==> src/rtl/uart_pkg.sv <==
`default_nettype none
// ============================================================================
//  Module   : uart_pkg
//  Purpose  : Shared definitions for the parametrised UART receiver:
//             one-hot state encodings, counter-width helpers and the
//             parameter legality check used at elaboration.
//  Config   : UART_RX_PARITY_EN adds the PARITY state to the state type.
//  Revision : 1.0 - initial release
// ============================================================================
package uart_pkg;

    localparam int c_ST_W = 6;

    // One-hot encodings; PARITY keeps its code even when the state is
    // compiled out so the other encodings stay stable between builds.
    localparam logic [c_ST_W-1:0] c_ST_IDLE   = 6'b000001;
    localparam logic [c_ST_W-1:0] c_ST_START  = 6'b000010;
    localparam logic [c_ST_W-1:0] c_ST_DATA   = 6'b000100;
    localparam logic [c_ST_W-1:0] c_ST_PARITY = 6'b001000;
    localparam logic [c_ST_W-1:0] c_ST_STOP   = 6'b010000;
    localparam logic [c_ST_W-1:0] c_ST_BREAK  = 6'b100000;

    typedef enum logic [c_ST_W-1:0] {
        ST_IDLE   = c_ST_IDLE,
        ST_START  = c_ST_START,
        ST_DATA   = c_ST_DATA,
`ifdef UART_RX_PARITY_EN
        ST_PARITY = c_ST_PARITY,
`endif
        ST_STOP   = c_ST_STOP,
        ST_BREAK  = c_ST_BREAK
    } uart_rx_state_t;

    // Width of a counter that must hold 0..n-1 (never narrower than 1 bit).
    function automatic int cnt_width(input int n);
        return (n > 1) ? $clog2(n) : 1;
    endfunction

    function automatic bit params_ok(input int data_bits, input int stop_bits,
                                     input int oversample);
        return (data_bits >= 5) && (data_bits <= 9) &&
               ((stop_bits == 1) || (stop_bits == 2)) &&
               (oversample >= 8) && ((oversample % 2) == 0);
    endfunction

endpackage : uart_pkg
`default_nettype wire

==> src/rtl/uart_rx_sync.sv <==
`default_nettype none
// ============================================================================
//  Module   : uart_rx_sync
//  Purpose  : Two-flop synchroniser for the asynchronous serial line.
//             Resets to 1 so the receiver sees an idle line out of reset.
//  Ports    : i_clock  - system clock
//             i_reset  - synchronous, active-high reset
//             i_rx     - asynchronous serial input
//             o_rx_s   - synchronised serial line
//  Revision : 1.0 - initial release
// ============================================================================
module uart_rx_sync (
    input  logic i_clock,
    input  logic i_reset,
    input  logic i_rx,
    output logic o_rx_s
);

    logic r_meta;
    logic r_sync;

    always_ff @(posedge i_clock) begin
        if (i_reset) begin
            r_meta <= 1'b1;
            r_sync <= 1'b1;
        end else begin
            r_meta <= i_rx;
            r_sync <= r_meta;
        end
    end

    assign o_rx_s = r_sync;

endmodule : uart_rx_sync
`default_nettype wire

==> src/rtl/uart_rx_param.sv <==
`default_nettype none
// ============================================================================
//  Module   : uart_rx_param
//  Purpose  : Parametrised oversampling UART receiver. Start, data, optional
//             parity and stop bits are sampled mid-bit using an external
//             oversample tick. A complete good frame produces a one-cycle
//             o_valid with the word on o_data; bad frames produce a one-cycle
//             error pulse instead.
//  Params   : DATA_BITS (5..9), STOP_BITS (1/2), OVERSAMPLE (even, >=8)
//  Ports    : i_clock, i_reset (sync, active-high), i_tick (oversample
//             enable), i_rx (async line, idle high), i_parity_odd,
//             o_data, o_valid, o_frame_err, o_parity_err, o_busy
//  Config   : define UART_RX_PARITY_EN to expect one parity bit after the
//             data bits; otherwise o_parity_err is tied low.
//  Revision : 1.0 - initial release
// ============================================================================
module uart_rx_param
    import uart_pkg::*;
#(
    parameter int DATA_BITS  = 8,
    parameter int STOP_BITS  = 1,
    parameter int OVERSAMPLE = 16
) (
    input  logic                 i_clock,
    input  logic                 i_reset,
    input  logic                 i_tick,
    input  logic                 i_rx,
    input  logic                 i_parity_odd,
    output logic [DATA_BITS-1:0] o_data,
    output logic                 o_valid,
    output logic                 o_frame_err,
    output logic                 o_parity_err,
    output logic                 o_busy
);

    localparam int c_CNT_W = cnt_width(OVERSAMPLE);
    localparam int c_IDX_W = cnt_width(DATA_BITS);

    localparam logic [c_CNT_W-1:0] c_CNT_HALF  = c_CNT_W'(OVERSAMPLE/2 - 1);
    localparam logic [c_CNT_W-1:0] c_CNT_FULL  = c_CNT_W'(OVERSAMPLE - 1);
    localparam logic [c_IDX_W-1:0] c_LAST_BIT  = c_IDX_W'(DATA_BITS - 1);
    localparam logic               c_LAST_STOP = 1'(STOP_BITS - 1);

    if (!params_ok(DATA_BITS, STOP_BITS, OVERSAMPLE)) begin : g_param_check
        $error("uart_rx_param: illegal DATA_BITS/STOP_BITS/OVERSAMPLE");
    end

    // ------------------------------------------------------------------
    // Input synchroniser
    // ------------------------------------------------------------------
    logic w_rx_s;

    uart_rx_sync u_sync (
        .i_clock (i_clock),
        .i_reset (i_reset),
        .i_rx    (i_rx),
        .o_rx_s  (w_rx_s)
    );

    // ------------------------------------------------------------------
    // Registered state
    // ------------------------------------------------------------------
    uart_rx_state_t         r_state,     w_state;
    logic [c_CNT_W-1:0]     r_tick_cnt,  w_tick_cnt;
    logic [c_IDX_W-1:0]     r_bit_idx,   w_bit_idx;
    logic                   r_stop_idx,  w_stop_idx;
    logic [DATA_BITS-1:0]   r_shift,     w_shift;
    logic [DATA_BITS-1:0]   r_data,      w_data;
    logic                   r_valid,     w_valid;
    logic                   r_frame_err, w_frame_err;
    logic                   r_par_err,   w_par_err;
    logic                   r_parity_err, w_parity_err;

    always_ff @(posedge i_clock) begin
        if (i_reset) begin
            r_state      <= ST_IDLE;
            r_tick_cnt   <= '0;
            r_bit_idx    <= '0;
            r_stop_idx   <= 1'b0;
            r_shift      <= '0;
            r_data       <= '0;
            r_valid      <= 1'b0;
            r_frame_err  <= 1'b0;
            r_par_err    <= 1'b0;
            r_parity_err <= 1'b0;
        end else begin
            r_state      <= w_state;
            r_tick_cnt   <= w_tick_cnt;
            r_bit_idx    <= w_bit_idx;
            r_stop_idx   <= w_stop_idx;
            r_shift      <= w_shift;
            r_data       <= w_data;
            r_valid      <= w_valid;
            r_frame_err  <= w_frame_err;
            r_par_err    <= w_par_err;
            r_parity_err <= w_parity_err;
        end
    end

    // ------------------------------------------------------------------
    // Next-state logic. Bit-period counters only move on i_tick; IDLE and
    // BREAK react to the line level directly.
    // ------------------------------------------------------------------
    logic w_cnt_full;
    assign w_cnt_full = (r_tick_cnt == c_CNT_FULL);

    always_comb begin
        w_state      = r_state;
        w_tick_cnt   = r_tick_cnt;
        w_bit_idx    = r_bit_idx;
        w_stop_idx   = r_stop_idx;
        w_shift      = r_shift;
        w_data       = r_data;
        w_valid      = 1'b0;
        w_frame_err  = 1'b0;
        w_par_err    = r_par_err;
        w_parity_err = 1'b0;

        case (r_state)
            ST_IDLE: begin
                w_par_err = 1'b0;
                if (!w_rx_s) begin
                    w_state    = ST_START;
                    w_tick_cnt = '0;
                end
            end

            ST_START: begin
                if (i_tick) begin
                    if (r_tick_cnt == c_CNT_HALF) begin
                        // Mid start bit: still low means a real start,
                        // otherwise it was a glitch.
                        w_tick_cnt = '0;
                        if (!w_rx_s) begin
                            w_state   = ST_DATA;
                            w_bit_idx = '0;
                        end else begin
                            w_state = ST_IDLE;
                        end
                    end else begin
                        w_tick_cnt = r_tick_cnt + 1'b1;
                    end
                end
            end

            ST_DATA: begin
                if (i_tick) begin
                    if (w_cnt_full) begin
                        w_tick_cnt         = '0;
                        w_shift[r_bit_idx] = w_rx_s;
                        if (r_bit_idx == c_LAST_BIT) begin
`ifdef UART_RX_PARITY_EN
                            w_state = ST_PARITY;
`else
                            w_state    = ST_STOP;
                            w_stop_idx = 1'b0;
`endif
                        end else begin
                            w_bit_idx = r_bit_idx + 1'b1;
                        end
                    end else begin
                        w_tick_cnt = r_tick_cnt + 1'b1;
                    end
                end
            end

`ifdef UART_RX_PARITY_EN
            ST_PARITY: begin
                if (i_tick) begin
                    if (w_cnt_full) begin
                        // XOR over data plus parity bit is 1 for an odd
                        // number of ones; that must match the selected mode.
                        w_tick_cnt = '0;
                        w_par_err  = ((^{r_shift, w_rx_s}) != i_parity_odd);
                        w_state    = ST_STOP;
                        w_stop_idx = 1'b0;
                    end else begin
                        w_tick_cnt = r_tick_cnt + 1'b1;
                    end
                end
            end
`endif

            ST_STOP: begin
                if (i_tick) begin
                    if (w_cnt_full) begin
                        w_tick_cnt = '0;
                        if (!w_rx_s) begin
                            // Framing error wins over any pending parity error.
                            w_frame_err = 1'b1;
                            w_state     = ST_BREAK;
                        end else if (r_stop_idx == c_LAST_STOP) begin
                            w_state = ST_IDLE;
                            if (r_par_err) begin
                                w_parity_err = 1'b1;
                            end else begin
                                w_valid = 1'b1;
                                w_data  = r_shift;
                            end
                        end else begin
                            w_stop_idx = 1'b1;
                        end
                    end else begin
                        w_tick_cnt = r_tick_cnt + 1'b1;
                    end
                end
            end

            ST_BREAK: begin
                // Hold here until the line returns high so a stuck-low line
                // does not look like an endless stream of start bits.
                if (w_rx_s) begin
                    w_state = ST_IDLE;
                end
            end

            default: begin
                w_state = ST_IDLE;
            end
        endcase
    end

    // ------------------------------------------------------------------
    // Outputs
    // ------------------------------------------------------------------
    assign o_data      = r_data;
    assign o_valid     = r_valid;
    assign o_frame_err = r_frame_err;
    assign o_busy      = (r_state != ST_IDLE);

`ifdef UART_RX_PARITY_EN
    assign o_parity_err = r_parity_err;
`else
    // No parity bit in the frame: the parity path is inert.
    logic w_unused_parity_odd;
    assign w_unused_parity_odd = i_parity_odd;
    assign o_parity_err        = 1'b0;
`endif

endmodule : uart_rx_param
`default_nettype wire
==> config.mk <==
export PLATFORM = sky130hd
export DESIGN_NAME = uart_rx_param
export DESIGN_NICKNAME = d
export VERILOG_FILES = /design/src/rtl/uart_pkg.sv /design/src/rtl/uart_rx_sync.sv /design/src/rtl/uart_rx_param.sv
export SDC_FILE = /design/constraint.sdc
export NUM_CORES = 1
export LEC_CHECK = 0
export CAP_MARGIN = 20
export CORE_MARGIN = 3
export CORE_UTILIZATION = 50
export CTS_CLUSTER_DIAMETER = 30
export CTS_CLUSTER_SIZE = 8
export DETAILED_ROUTE_END_ITERATION = 16
export GPL_TIMING_DRIVEN = 1
export PLACE_DENSITY_LB_ADDON = 0.08
export SLEW_MARGIN = 15
export SYNTH_ARGS = -nofsm -noshare
export SYNTH_HDL_FRONTEND = slang
export SYNTH_SLANG_ARGS = --single-unit
==> constraint.sdc <==
create_clock -name i_clock -period 4.55 [get_ports i_clock]
set_input_delay 0.91 -clock i_clock [delete_from_list [all_inputs] [get_ports i_clock]]
set_output_delay 0.91 -clock i_clock [all_outputs]
set_load 0.02 [all_outputs]
Word-level counts from Yosys, hierarchy flattened
Index checks and enable logic that the tools add are counted.
- output and inout bits: 12
- input bits: 5
- word-level logic and storage cells: 93
- flip-flop bits (word level): 34
- order comparisons: 2
- $add $sub $neg: 2
- reduce and logical (&&, ||, !) cells: 13
- bitwise gates (word level): 5
- equal/unequal tests: 23
- mux-type cells: 38
- operator list (kind ; number):
    2-to-1 mux 6 bit ; 11
    one-hot mux 6 bit (5 select lines) ; 1
    2-to-1 mux 3 bit ; 7
    2-to-1 mux 4 bit ; 5
    != test 2 bit (second input constant) ; 10
    AND reduction 7 bit ; 2
    one-hot mux 4 bit (3 select lines) ; 1
    AND reduction 10 bit ; 1
    2-to-1 mux 1 bit ; 9
    bitwise mux 8 bit ; 1
    equality test 6 x 1 -> 1 bit (second input constant) ; 1
    equality test 6 x 2 -> 1 bit (second input constant) ; 1
    equality test 6 x 3 -> 1 bit (second input constant) ; 1
    equality test 6 x 5 -> 1 bit (second input constant) ; 1
    equality test 6 bit (second input constant) ; 1
    != test 2 x 1 -> 1 bit (second input constant) ; 3
    != test 6 x 1 -> 1 bit (second input constant) ; 1
    one-hot mux 3 bit (2 select lines) ; 1
    OR reduction 6 bit ; 1
    inverter 1 bit ; 5
    AND reduction 5 bit ; 1
    adder 4 x 1 -> 4 bit (second input constant) ; 1
    equality test 4 x 3 -> 1 bit (second input constant) ; 1
    equality test 4 bit (second input constant) ; 1
    14 further kinds ; 15

Logic depth before layout (Yosys ltp)
- depth after elaboration: 5
- mapped depth: 7

Hierarchy
Synthesis repeated with hierarchy kept, for this count alone.
- cells, all modules: 180
- area, all modules: 1627.8 sq um
- modules (own cells, without submodules) (module ; area each (sq um) ; cells each ; times used ; sequential area each (sq um)):
    uart_rx_param ; 1575.3 ; 176 ; 1 ; 600.6
    uart_rx_sync ; 52.6 ; 4 ; 1 ; 40.0

Worst setup path before layout
OpenSTA, ideal clock, no wires.
- path type: input to register
- from: in i_tick
- to: reg r_shift[6]
- setup time: 0.128 ns
- arrival: 1.850 ns
- stages on the path: 5
- path buffers: 0
- path slack: 2.572 ns
- cell sequence: and4_1 -> nand4_1 -> nor3b_1 -> mux2i_1 -> nor2_1
- longest elaborated chain between the ends: 1
- RTL lines (item ; RTL line ; source):
    start: declaration ; uart_rx_param.sv:26 ; input logic i_tick,
    AND reduction 3 bit (no line) ; - ;
    end signal: assignment ; uart_rx_param.sv:91 ; r_shift <= w_shift;
    end: declaration ; uart_rx_param.sv:67 ; logic [DATA_BITS-1:0] r_shift, w_shift;
Every way passes these cells.
A chain may end at the register's enable or synchronous reset.

Final worst setup path
- from: reg r_state[2]
- to: out o_busy
- longest elaborated chain between the ends: 1
- RTL lines (item ; RTL line ; source):
    start: declaration ; uart_rx_param.sv:63 ; uart_rx_state_t r_state, w_state;
    start signal: assignment ; uart_rx_param.sv:87 ; r_state <= w_state;
    != test 6 x 1 -> 1 bit ; uart_rx_param.sv:229 ; assign o_busy = (r_state != ST_IDLE);
    end: declaration ; uart_rx_param.sv:33 ; output logic o_busy
Every way passes these cells.

==> metrics.md <==
| Metric | Value |
|---|---|
| Outcome | `finished clean` |
| Clock tree from TritonCTS | `built` |
| Final TNS setup | `0 ns` |
| DRC errors left | `0` |
| Worst setup SP type | `register` |
| Final std cell area, no fill | `1804 µm²` |
| CTS Buf Count | `5` |
| Area Overhead vs Synth | `13.63%` |
| Worst EP arrival | `1.90 ns` |
| Vias in the first global route | `1265` |
| Worst hold path class | `reg2reg` |
| Worst Skew | `0.01009 ns` |
| Transition time at the pin with the least slew margin | `around 0.61 ns` |
| First-pass DRT Iterations | `4` |
| Proportion of layout cells with a drive suffix above 1 | `0.08421` |
| HPWL after DPL | `around 2200 µm` |
| Top-level port count | `17` |
| Static leakage | `0.7411 nW` |
| Final Wtd Congestion | `0.9411` |
| Floorplan die height | `between 60 and 70 µm` |
| DRC violation total after the first TritonRoute iteration | `96` |
| Max Clk Rate | `between 300 and 400 MHz` |
| Final hold vios | `0` |
| H-tree depth | `2` |
| Unrepaired setup endpoints after global routing | `false` |
| Final critical-path share of the clock period | `0.6177` |
| Sort of element at the end of the critical path | `output port` |
| Syn avg cell area | `8.870 µm²` |
| Number of setup violations in the final report | `0` |
| Number of standard-cell rows in the floorplan | `19` |
| Final min period | `2.811 ns` |
| Worst IR drop on VDD | `186.4 µV` |
| PwrDens | `309.8 nW/µm²` |
| Number of nets in the synthesized netlist | `187` |
| Register area share after synthesis | `0.4035` |
| Post-synthesis instance area | `about 1600 µm²` |
| Post-placement cell area | `1728 µm²` |
| # hold bufs at CTS | `0` |
| Wire length of the first global-routing pass | `5595 µm` |
| Quantity of I/O buffers inserted on ports | `14` |
| Max Fanout on Critical Path | `14` |
| Detail Route Antenna Nets | `0` |
| Cell variety after synth | `47` |
| Setup slack at placement | `1.861 ns` |
| Path type of the worst setup path | `reg2out` |
| Pin count of the biggest net entering global routing | `20` |
| Number of synthesized flops with an enable pin | `0` |
| Max-Slew Margin vs Limit | `0.5910` |
| Crit path required time | `between 3 and 4 ns` |
| Clock insertion delay at the later pin of the skew report | `about 0.33 ns` |
| Die Footprint | `3888 µm²` |
| Cells along the critical path | `nor4_2 > and2_4 > inv_2 > clkdlybuf4s50_1` |
| Post CTS Setup Buffer Count | `0` |
| Final Max Tran Viols | `0` |
| Synthesized instance count | `179` |
| Number of antenna violations at the first check in global routing | `0` |
| Vias after detailed routing | `1338` |
| Count of state elements after synthesis | `32` |
| Count of synthesis-stage warnings from yosys | `0` |
| Ys flop type | `dfxtp_1` |
| Width of the die | `between 60 and 70 µm` |
| Worst-case clock buffer depth | `2` |
| Root cell of the clock tree | `clkbuf_4` |
| Overall overflow remaining after global route | `0` |
| Post-layout net count | `~200` |
| Post-CTS Resized | `0` |
| Antenna diode instance count | `0` |
| Placeable core region | `2900 µm²` |
| Largest stage delay on the critical path | `between 0.6 and 0.7 ns` |
| Proportion of register bits with asynchronous set or reset after synthesis | `0` |
| Initial cell density of the core | `0.5475` |
| Number of clock sinks | `32` |
| # Max-Cap Violations | `0` |
| Critical-path top delay cell | `dfxtp_1` |
| Average via count per standard cell | `5.767` |
| Final routed wire length divided by cell count | `about 14 µm` |
| Post-CTS clock slew at the launch and capture registers of the worst setup and hold paths | `0.09 ns` |
| All-Layer GR Usage | `0.1773` |
| Final Routed Wirelength | `3137 µm` |
| Smallest setup slack after layout | `1.739 ns` |
==> registers in the layout, indices dropped and copies added, names as in the netlist <==
name and flops:
r_state 5, u_sync.o_rx_s 1, o_frame_err 1, r_tick_cnt 4, r_shift 8, o_data 8, o_valid 1, u_sync.r_meta 1
r_bit_idx 3
==> cells in the mapped netlist (2+ instances only) <==
| cell | instances | share of area |
|---|---|---|
| nor3_1 | 8 | 0.025 |
| and3_1 | 4 | 0.016 |
| nor4b_1 | 2 | 0.011 |
| mux2i_1 | 17 | 0.11 |
| nor3b_1 | 4 | 0.019 |
| o2111ai_1 | 2 | 0.011 |
| ha_1 | 3 | 0.024 |
| xor2_1 | 2 | 0.011 |
| nand2_1 | 7 | 0.017 |
| o21ai_0 | 8 | 0.025 |
| nand3_1 | 9 | 0.028 |
| dfxtp_1 | 32 | 0.40 |
| nor2_1 | 23 | 0.054 |
| a21oi_1 | 8 | 0.025 |
| nor2b_1 | 2 | 0.0079 |
| buf_2 | 3 | 0.0095 |
| nand3b_1 | 6 | 0.028 |
| clkbuf_1 | 7 | 0.017 |
| or2_2 | 2 | 0.0079 |
| nand4_1 | 2 | 0.0079 |
| nand2b_1 | 2 | 0.0079 |
==> stage by stage <==
stage	hold slack [ns]	cells	power, mW	util
2_1_floorplan	0.3895	179	0.3395	-
3_3_place_gp	0.4015	224	0.3526	0.5958
3_5_place_dp	0.4021	224	0.3538	0.5958
4_1_cts	0.4260	232	0.5637	0.6221
5_1_grt	0.4411	232	0.5884	0.6221
6_report	0.4226	232	0.5589	0.6221
==> report_power, final <==
group	leakage [nW]	switching [mW]	total, mW	internal (mW)
clock	0.0422	0.0956	0.211	0.115
combinational	0.440	0.0329	0.0568	0.0240
sequential	0.258	0.00772	0.291	0.284
total	0.741	0.136	0.559	0.423
==> cells by family after synthesis <==
family,after synthesis,share of synthesized area
buffers and inverters,14,0.04255
AO/OA/AOI/OAI,28,0.1166
AND/OR/NAND/NOR,82,0.2931
XOR/XNOR,2,0.01103
other,1,0.002362
adder cells (fa/ha/maj),3,0.02364
flip-flops,32,0.4035
multiplexers,17,0.1072
==> critical path: cells and delay by family, from the launching register on <==
kind | cells | cell delay (ns)
buffers and inverters | 2 | 0.64
and+or+nand+nor | 2 | 0.29
DFF | 1 | 0.63
==> final cells by class <==
type	count	area, µm²
Fill cell	266	1096
Multi-Input combinational cell	133	879.6
Sequential cell	32	640.6
Timing Repair Buffer	15	147.6
Tap cell	42	52.55
Clock buffer	6	41.29
Clock inverter	2	35.03
Inverter	2	7.507
==> per-layer routing <==
| layer | global-route usage | part of all wire | vias up | wire [µm] |
|---|---|---|---|---|
| li1 | - | - | 667 | - |
| met1 | 0.2268 | 0.50 | 637 | 1564 |
| met2 | 0.2823 | 0.45 | 28 | 1408 |
| met3 | 0.03784 | 0.038 | 6 | 120 |
| met4 | 0.08815 | 0.014 | 0 | 45 |
| met5 | 0 | 0 | - | 0 |
==> worst paths after layout <==
| path | end | depth (start not counted) | slack, ns | startpoint |
|---|---|---|---|---|
| setup reg to reg | r_tick_cnt[1]$_SDFFE_PP0P_ | 5 | 2.49 | r_state[2]$_SDFFE_PP0P_ |
| hold / removal | u_sync.o_rx_s$_SDFF_PP1_ | 1 | 0.42 | u_sync.r_meta$_SDFF_PP1_ |
| setup / recovery | o_busy | 4 | 1.74 | r_state[2]$_SDFFE_PP0P_ |
| hold reg to reg | u_sync.o_rx_s$_SDFF_PP1_ | 1 | 0.42 | u_sync.r_meta$_SDFF_PP1_ |
==> cells in the final DEF, fill, tap and decap left out, types with 2 or more instances in the layout <==
cell             instances
nand3b_1                 6
xor2_1                   2
nand3_1                  9
nor3b_1                  4
ha_1                     3
nor3_1                   8
clkbuf_4                 5
nor2b_1                  2
and3_1                   4
o2111ai_1                2
dfxtp_1                 32
a21oi_1                  8
o21ai_0                  8
nor4b_1                  2
mux2i_1                 17
nand2b_1                 2
nand4_1                  2
or2_2                    2
nor2_1                  23
nand2_1                  7
clkdlybuf4s50_1         14
Power figures use the tool's default switching activity.
